--- config.mk ---
export PLATFORM = sky130hd
export DESIGN_NAME = vmm_sync_fifo
export DESIGN_NICKNAME = d
export VERILOG_FILES = /design/src/rtl/vmm_fifo_pkg.sv /design/src/rtl/vmm_fifo_ram.sv /design/src/rtl/vmm_sync_fifo.sv
export SDC_FILE = /design/constraint.sdc
export NUM_CORES = 1
export LEC_CHECK = 0
export ABC_AREA = 1
export BUFFER_PORTS_ARGS = -buffer_cell sky130_fd_sc_hd__buf_2
export CAP_MARGIN = 25
export CORE_AREA = 2 2 120 122
export DETAILED_ROUTE_END_ITERATION = 16
export DIE_AREA = 0 0 122 124
export PLACE_DENSITY_LB_ADDON = 0.08
export SYNTH_ARGS = -nofsm -noshare
export SYNTH_HDL_FRONTEND = slang
export SYNTH_SLANG_ARGS = --single-unit
--- constraint.sdc ---
create_clock -name Clk -period 4.75 [get_ports Clk]
set_input_delay 0.2375 -clock Clk [delete_from_list [all_inputs] [get_ports Clk]]
set_output_delay 0.2375 -clock Clk [all_outputs]
set_load 0.02 [all_outputs]
--- src/rtl/vmm_fifo_pkg.sv ---
// Shared constants and helpers for the synchronous FIFO.
// Default word width and depth live here so every instantiation site agrees.
package vmm_fifo_pkg;

  localparam int VMM_FIFO_DATA_W = 16;
  localparam int VMM_FIFO_DEPTH  = 8;

  // Ceiling log2, usable in constant (parameter) expressions.
  function automatic int clog2(input int value);
    int result;
    result = 0;
    for (int i = 0; i < 31; i++) begin
      if ((1 << i) < value) result = i + 1;
    end
    return result;
  endfunction

endpackage

--- src/rtl/vmm_fifo_ram.sv ---
// FIFO storage: one write port, one registered read port.
// The array itself is never reset; only the read register is, so the FIFO
// output comes up as zero.
module vmm_fifo_ram #(
  parameter int DATA_W = 16,
  parameter int ADDR_W = 3
) (
  input  logic              Clk,
  input  logic              Rst,
  input  logic              we,
  input  logic [ADDR_W-1:0] waddr,
  input  logic [DATA_W-1:0] wdata,
  input  logic              re,
  input  logic [ADDR_W-1:0] raddr,
  output logic [DATA_W-1:0] rdata
);

  logic [DATA_W-1:0] mem [0:(1<<ADDR_W)-1];

  // Storage write; a same-cycle read of the same address sees the old word.
  always_ff @(posedge Clk) begin
    if (we) mem[waddr] <= wdata;
  end

  // Registered read data; holds its value when no read is issued.
  always_ff @(posedge Clk or posedge Rst) begin
    if (Rst)     rdata <= '0;
    else if (re) rdata <= mem[raddr];
  end

endmodule

--- src/rtl/vmm_sync_fifo.sv ---
// Single-clock FIFO with occupancy count, status flags and registered output.
// Pointers carry one extra wrap bit so Count = wptr - rptr covers 0..DEPTH.
// Optional macro VMM_FIFO_ERR_EN enables the sticky OVF/UDF error flags;
// without it both outputs are tied low.
module vmm_sync_fifo
  import vmm_fifo_pkg::*;
#(
  parameter int DATA_W = VMM_FIFO_DATA_W,
  parameter int DEPTH  = VMM_FIFO_DEPTH,
  parameter int AF_LVL = DEPTH - 1,
  parameter int AE_LVL = 1
) (
  input  logic                    Clk,
  input  logic                    Rst,
  input  logic                    WR,
  input  logic [DATA_W-1:0]       dataIn,
  input  logic                    RD,
  output logic [DATA_W-1:0]       dataOut,
  output logic                    dataValid,
  output logic                    EMPTY,
  output logic                    FULL,
  output logic                    AEMPTY,
  output logic                    AFULL,
  output logic [clog2(DEPTH):0]   Count,
  output logic                    OVF,
  output logic                    UDF
);

  localparam int AW = clog2(DEPTH);
  localparam int PW = AW + 1;

  logic [PW-1:0] wptr, rptr, count_r;
  logic [PW-1:0] wptr_nxt, rptr_nxt;
  logic          wr_acc, rd_acc;

  // Flags are pure decodes of the registered count, so they follow reset at once.
  assign EMPTY  = (count_r == '0);
  assign FULL   = (count_r == PW'(DEPTH));
  assign AEMPTY = (count_r <= PW'(AE_LVL));
  assign AFULL  = (count_r >= PW'(AF_LVL));
  assign Count  = count_r;

  // Read only when data exists (no write-through at empty); a write at full
  // is allowed only when a read frees a slot in the same cycle.
  assign rd_acc = RD & ~EMPTY;
  assign wr_acc = WR & (~FULL | rd_acc);

  // Next pointer values.
  always_comb begin
    wptr_nxt = wptr + PW'(wr_acc);
    rptr_nxt = rptr + PW'(rd_acc);
  end

  // Pointer and occupancy registers.
  always_ff @(posedge Clk or posedge Rst) begin
    if (Rst) begin
      wptr    <= '0;
      rptr    <= '0;
      count_r <= '0;
    end else begin
      wptr    <= wptr_nxt;
      rptr    <= rptr_nxt;
      count_r <= wptr_nxt - rptr_nxt;
    end
  end

  // dataValid marks the cycle in which the RAM read register was refreshed.
  always_ff @(posedge Clk or posedge Rst) begin
    if (Rst) dataValid <= 1'b0;
    else     dataValid <= rd_acc;
  end

  vmm_fifo_ram #(
    .DATA_W (DATA_W),
    .ADDR_W (AW)
  ) u_ram (
    .Clk   (Clk),
    .Rst   (Rst),
    .we    (wr_acc),
    .waddr (wptr[AW-1:0]),
    .wdata (dataIn),
    .re    (rd_acc),
    .raddr (rptr[AW-1:0]),
    .rdata (dataOut)
  );

`ifdef VMM_FIFO_ERR_EN
  // Sticky error flags: rejected write, or read request while empty.
  always_ff @(posedge Clk or posedge Rst) begin
    if (Rst) begin
      OVF <= 1'b0;
      UDF <= 1'b0;
    end else begin
      if (WR && !wr_acc) OVF <= 1'b1;
      if (RD && EMPTY)   UDF <= 1'b1;
    end
  end
`else
  assign OVF = 1'b0;
  assign UDF = 1'b0;
`endif

endmodule

==> results.tsv, run 1 <==
stage	metric	value	unit
die	die width	122	um
synth	Post-synth EDFFs	128	
clocking	CTS tree	yes	
routing	Pre-antenna DRT Iters	4	
finish	Final #Nets	725	
routing	Vias/cell	4.980	
synth	top post-synthesis cells by area	edfxtp_1 57%, nand2_1 12%, dfrtp_1 11%	
setup_path	crit path max fanout	18	
clocking	H-tree levels	4	
global_routing	Tot GR Track Use	0.2095	
global_routing	first-pass GRT wire length	22.71	mm
synth	Synth area leader	edfxtp_1	
timing	Slew HR	0.4847	
timing	Layout Skew	0.007901	ns
finish	layout cell share with drive strength beyond 1	0.1620	
place	final weighted congestion in routability-driven placement	0.7604	
clocking	Worst-Skew Late Latency	0.43	ns
global_routing	initial antenna violation count	0	
setup_path	Crit path largest cell delay	0.49	ns
routing	Routed Antenna Nets	0	
clocking	Num CTS Buffers	17	
setup_path	required time of the critical path	5.11	ns
pwr	VDD IR max	0.0002580	V
synth	Synth top cells by count	211 x nand2_1, 128 x edfxtp_1, 111 x inv_1	
synth	most frequent cell after synthesis	nand2_1	
pwr	Leak Pwr	3.551	nW
global_routing	largest net degree at the start of global routing	67	
die	# rows	43	
synth	sequential-to-total area share from yosys stat	0.6726	
die	die height	124	um
setup_path	Worst setup EP type	flip-flop	
setup_path	CP Buf/Inv Count	2	
synth	Mapped Avg Cell Area	10.52	um^2
clocking	# Post-CTS Setup Buffers	0	
synth	cell area after synthesis	6794	um^2
synth	Main synth FF type	edfxtp_1	
routing	First DRT Iteration DRCs	327	
pwr	PwrDens	643.3	nW/um^2
die	Ports	47	
timing	fin crit share	0.6150	
setup_path	Worst EP arrival	3.28	ns
timing	Setup TNS	0	ns
outcome	status	completed	
synth	FF+latch count, synth	157	
clocking	deepest clock path buffer count	2	
timing	Max Fclk	0.3423	GHz
die	Initial Util	0.4952	
timing	Setup-failing EPs final	0	
die	Die Area	15130	um^2
setup_path	crit path launch type	flip-flop	
setup_path	crit-path most repeated cell	ha_1	
place	Final HPWL DP	8.133	mm
global_routing	vias in the first global route	4188	
finish	diode count	0	
synth	post-synthesis cell type count	26	
die	Core Area	13720	um^2
timing	min Tclk post-route	2.921	ns
clocking	clock sink count	157	
setup_path	critical path's top delay family	adder cells	
place	count of buffers from port buffering	44	
synth	ys async rst share	0.1847	
routing	DR DRC count	0	
routing	detailed-route via count	4432	
clocking	Worst-path clk slew	0.06	ns
global_routing	GR Overflow Total	0	
synth	Synth Warn #	0	
synth	Synth Instances	646	
clocking	CTS root buf	clkbuf_16	
finish	Final Core Density	0.5706	
timing	Max Slew Vio Count	0	
job	max_cap viols	0	
setup_path	Critical-path top delay cell	o21ai_4	
setup_path	critical path cell sequence	nor2_2 > inv_2 > o21ai_4 > inv_4 > ha_1 > ha_1 > xnor2_1 > ha_1 > a21oi_1 > nand2_1 > nand3b_1 > nand2_1	
routing	final WL	14.56	mm
timing	RSZ-0062 raised after global routing	no	
finish	synthesis-to-finish area growth	15.23	%
timing	worst slew pin tran	0.7721	ns
min_path	Hold Crit Class	in2reg	
synth	Synth top area share	0.5657	
timing	Final Hold Fails	0	
setup_path	crit path kind	reg2reg	
routing	wire per inst	16.35	um
## flip-flops by register name, summed over array words and instances (netlist names)
register	cells
wptr	4
dataValid	1
u_ram.mem	128
u_ram.rdata	16
rptr	4
Count	4
## per-stage QoR
| stage | power (mW) | hold WS [ns] | area, um^2 | instances | setup slack, ns |
|---|---|---|---|---|---|
| floorplan | 3.209 | 0.3156 | 6798 | 647 | 2.327 |
| global placement | 3.677 | 0.3322 | 7196 | 855 | 1.970 |
| detailed placement | 3.733 | 0.3471 | 7227 | 857 | 1.844 |
| CTS | 5.089 | 0.06219 | 7829 | 890 | 1.816 |
| global route | 5.368 | 0.08881 | 7829 | 890 | 1.607 |
| finish | 5.036 | 0.07559 | 7829 | 890 | 1.829 |
## layout make-up
type | instances | area [um^2]
clock buffers | 20 | 446.7
clock inverters | 12 | 145.1
fillers | 1165 | 5891
inverters | 116 | 437.9
multi-input cells | 346 | 1652
flip-flops and latches | 157 | 4571
well taps | 180 | 225.2
repair buffers | 59 | 351.6
## placed cells by master (no fill, tap or decap), types with 4 or more instances in the layout
cell and instances:
buf_2 44, nand4_1 4, clkinv_2 6, inv_1 111
nand2_1 211, buf_4 12, nand3_1 93, ha_1 7
clkbuf_16 17, nand3_2 9, edfxtp_1 128, nor3_2 8
dfrtp_1 28, inv_2 4
## cell families after synthesis
| logic type | after synthesis | synth area share |
|---|---|---|
| compound gates | 3 | 0.004420 |
| buf+inv | 144 | 0.09079 |
| other cells | 1 | 0.0005520 |
| flops | 157 | 0.6726 |
| simple gates | 330 | 0.2120 |
| fa+ha+maj | 8 | 0.01584 |
| xor+xnor | 3 | 0.003868 |
## layer usage
layer,track usage,part of all wire
met3,0.04533,0.049
met4,0.08980,0.024
met5,0,0
met1,0.2742,0.44
met2,0.3401,0.48
## power breakdown
group	switching [mW]	internal [mW]	total [mW]
sequential	0.154	1.79	1.95
clock	0.510	0.834	1.34
combinational	1.20	0.543	1.74
total	1.86	3.17	5.04
## worst register-to-register path, stage by stage (launching register included)
cell	delay, ns
dfrtp_1	0.42
nor2_2	0.13
inv_2	0.07
o21ai_4	0.49
inv_4	0.27
ha_1	0.31
ha_1	0.20
xnor2_1	0.21
ha_1	0.31
a21oi_1	0.17
nand2_1	0.08
nand3b_1	0.15
nand2_1	0.05
## final timing paths
kind | start | end | slack, ns | cells after the start
setup / recovery | Count[1]$_DFF_PP0_ | Count[3]$_DFF_PP0_ | 1.83 | 12
hold / removal | dataIn[15] | u_ram.mem[2][15]$_DFFE_PP_ | 0.08 | 1
setup reg to reg | Count[1]$_DFF_PP0_ | Count[3]$_DFF_PP0_ | 1.83 | 12
hold reg to reg | u_ram.rdata[14]$_DFFE_PP0P_ | u_ram.rdata[14]$_DFFE_PP0P_ | 0.47 | 2
max in group asynchronous | Rst | rptr[0]$_DFF_PP0_ | 3.99 | 4
min in group asynchronous | Rst | u_ram.rdata[0]$_DFFE_PP0P_ | 0.44 | 4
## repair_timing
action | 4_1_cts | 5_1_grt
endpoints found under the hold margin | 29 | 0
hold buffers | 1 | 0
resized for setup | 0 | 0
No activity file was read; power rests on OpenSTA's default activity.
==> run 2: changes to the inputs <==
Clock period 4.75 ns to 2.5 ns, I/O delays scaled along.
==> run 2 against run 1 <==
Wire length up 0.41%. Core utilization up 1.2 points. Clock power grew 97%. First-iteration DRC count fell by 5.8%. Sequential share of layout area is 1.2 points lower. Design area up 2.1%. Sequential power increased by 89%. Register-to-register slack lost 1.7 ns. Largest power group unchanged. Largest cell class unchanged.
==> results.tsv, run 2 (synthesized netlist as in run 1, its figures left out) <==
stage	metric	value	unit	change
outcome	status	completed		
timing	min Tclk post-route	2.368	ns	-0.5538 ns
setup_path	crit path kind	reg2reg		
setup_path	crit-path most repeated cell	ha_1		
finish	diode count	0		unchanged
die	Initial Util	0.4952		unchanged
pwr	VDD IR max	0.0004758	V	+84%
place	final weighted congestion in routability-driven placement	0.7970		+4.8%
global_routing	initial antenna violation count	0		unchanged
timing	fin crit share	0.9471		+0.3320
global_routing	met2 usage	0.3425		+0.002444
setup_path	FF-to-FF Start	Count[1]$_DFF_PP0_		
setup_path	flop-to-flop setup slack	0.13	ns	-1.70 ns
setup_path	Critical Path Stages	13		+1
setup_path	CP Buf/Inv Count	3		+1
routing	First DRT Iteration DRCs	308		-5.8%
setup_path	required time of the critical path	2.86	ns	-2.25 ns
die	Die Area	15130	um^2	unchanged
finish	top flop regs	u_ram.mem (128), u_ram.rdata (16)		
global_routing	largest net degree at the start of global routing	65		-3.0%
setup_path	Worst setup EP type	flip-flop		
setup_path	r2r worst-path depth	13		+1
timing	Layout Skew	0.01098	ns	+0.003079 ns
routing	Pre-antenna DRT Iters	4		unchanged
routing	Routed Antenna Nets	0		unchanged
global_routing	Tot GR Track Use	0.2091		-0.0003375
setup_path	Crit path largest cell delay	0.40	ns	-0.09 ns
routing	DR DRC count	0		unchanged
die	# rows	43		unchanged
global_routing	GR Overflow Total	0		unchanged
global_routing	vias in the first global route	4318		+3.1%
clocking	Worst-Skew Late Latency	0.42	ns	about the same
routing	wire per inst	16.11	um	-1.5%
finish	number of flip-flops in the largest register	128		unchanged
clocking	Num CTS Buffers	17		unchanged
clocking	clock sink count	157		unchanged
setup_path	critical path cell sequence	nor2_2 > buf_4 > inv_2 > o21ai_4 > inv_4 > ha_1 > ha_1 > xnor2_2 > ha_1 > a21oi_1 > nand2_1 > nand3b_1 > nand2_1		
timing	Setup-failing EPs final	0		unchanged
finish	most frequent cells in the layout	211 x nand2_1, 128 x edfxtp_1, 111 x inv_1		
clocking	CTS tree	yes		
clocking	deepest clock path buffer count	2		unchanged
clocking	H-tree levels	4		unchanged
timing	Max Fclk	0.4224	GHz	+23%
setup_path	CP startpoint	Count[1]$_DFF_PP0_		
die	Core Area	13720	um^2	unchanged
pwr	PwrDens	1211	nW/um^2	+88%
setup_path	crit path launch type	flip-flop		
routing	final WL	14.62	mm	+0.41%
timing	worst slew pin tran	0.9206	ns	+0.1485 ns
finish	Final #Nets	742		+2.3%
global_routing	GR Util met3	0.04304		-0.002289
pwr	Leak Pwr	3.622	nW	+2.0%
finish	Reg with most FFs	u_ram.mem		
timing	Max Slew Vio Count	0		unchanged
min_path	Hold Crit Class	in2reg		
timing	Setup TNS	0	ns	unchanged
global_routing	first-pass GRT wire length	23.19	mm	+2.1%
setup_path	Worst EP arrival	2.72	ns	-0.56 ns
pwr	post-route total power	9.679	mW	+92%
place	count of buffers from port buffering	44		unchanged
place	Final HPWL DP	8.503	mm	+4.5%
finish	synthesis-to-finish area growth	17.61	%	
global_routing	Most Used Layer, Global Route	met2		
clocking	CTS root buf	clkbuf_16		
timing	RSZ-0062 raised after global routing	no		
die	die height	124	um	unchanged
setup_path	critical path's top delay family	adder cells		
timing	Final Hold Fails	0		unchanged
finish	commonest non-fill, non-tap cell in the layout	nand2_1		
die	Ports	47		unchanged
clocking	Worst-path clk slew	0.06	ns	about the same
setup_path	Worst R2R End	Count[3]$_DFF_PP0_		
job	max_cap viols	0		unchanged
die	die width	122	um	unchanged
setup_path	crit path to	Count[3]$_DFF_PP0_		
timing	Slew HR	0.3856		-0.09911
setup_path	crit path max fanout	4		-14
global_routing	grt met1 use	0.2781		+0.003932
routing	detailed-route via count	4521		+2.0%
setup_path	Critical-path top delay cell	dfrtp_1		
finish	layout cell share with drive strength beyond 1	0.1664		+0.004466
routing	Vias/cell	4.985		about the same
## run 2: worst min-delay path by stage
stage | start | endpoint | slack, ns | cells after the start
6_report | dataIn[1] | u_ram.mem[5][1]$_DFFE_PP_ | 0.004 | 1
5_1_grt | dataIn[1] | u_ram.mem[5][1]$_DFFE_PP_ | 0.01 | 1
4_1_cts | dataIn[1] | u_ram.mem[5][1]$_DFFE_PP_ | 0.003 | 1
3_5_place_dp | Rst | u_ram.rdata[14]$_DFFE_PP0P_ | 0.37 | 2
3_3_place_gp | Rst | u_ram.rdata[0]$_DFFE_PP0P_ | 0.35 | 2
2_1_floorplan | Rst | Count[0]$_DFF_PP0_ | 0.20 | 1
## run 2: area by class of cell
cell class	count	area (um^2)
Sequential cell	157	4571
Timing Repair Buffer	76	490.5
Clock buffer	18	429.2
Clock inverter	14	175.2
Multi-Input combinational cell	346	1662
Fill cell	1181	5729
Inverter	116	437.9
Tap cell	180	225.2
## run 2: per-stage QoR
step                worst slack, ns  utilization  instance area (um^2)  hold WS (ns)  std cells
floorplan                   0.07665            -                  6798        0.2031        647
global placement             0.1875       0.5278                  7241        0.3490        861
detailed placement           0.1167       0.5278                  7241        0.3698        861
CTS                          0.1029       0.5806                  7965      0.003247        905
global route               0.006901       0.5824                  7990       0.01334        907
finish                       0.1323       0.5824                  7990      0.003509        907
## run 2: power breakdown
| group | switching (mW) | internal (mW) |
|---|---|---|
| Sequential | 0.279 | 3.41 |
| Clock | 0.985 | 1.65 |
| Combinational | 2.28 | 1.07 |
## run 2: repair_timing
item                       in CTS  in global routing
resized for setup               0                  2
hold endpoints to repair      101                  0
hold buffers                   12                  0
setup endpoints to repair       0                  1
setup buffers                   0                  2
## run 2: per-layer routing
layer,share of wire,vias to the layer above
met5,0,-
met4,0.014,0
met3,0.040,16
met2,0.48,108
met1,0.47,2186
li1,-,2211
## run 2: worst register-to-register path, delay by kind of cell, from the launching register on
family                   cells  cell delay [ns]
AO/OA/AOI/OAI                2             0.32
adder cells (fa/ha/maj)      3             0.81
XOR/XNOR                     1             0.14
buffers and inverters        3             0.20
AND/OR/NAND/NOR              4             0.42
flip-flops                   1             0.40
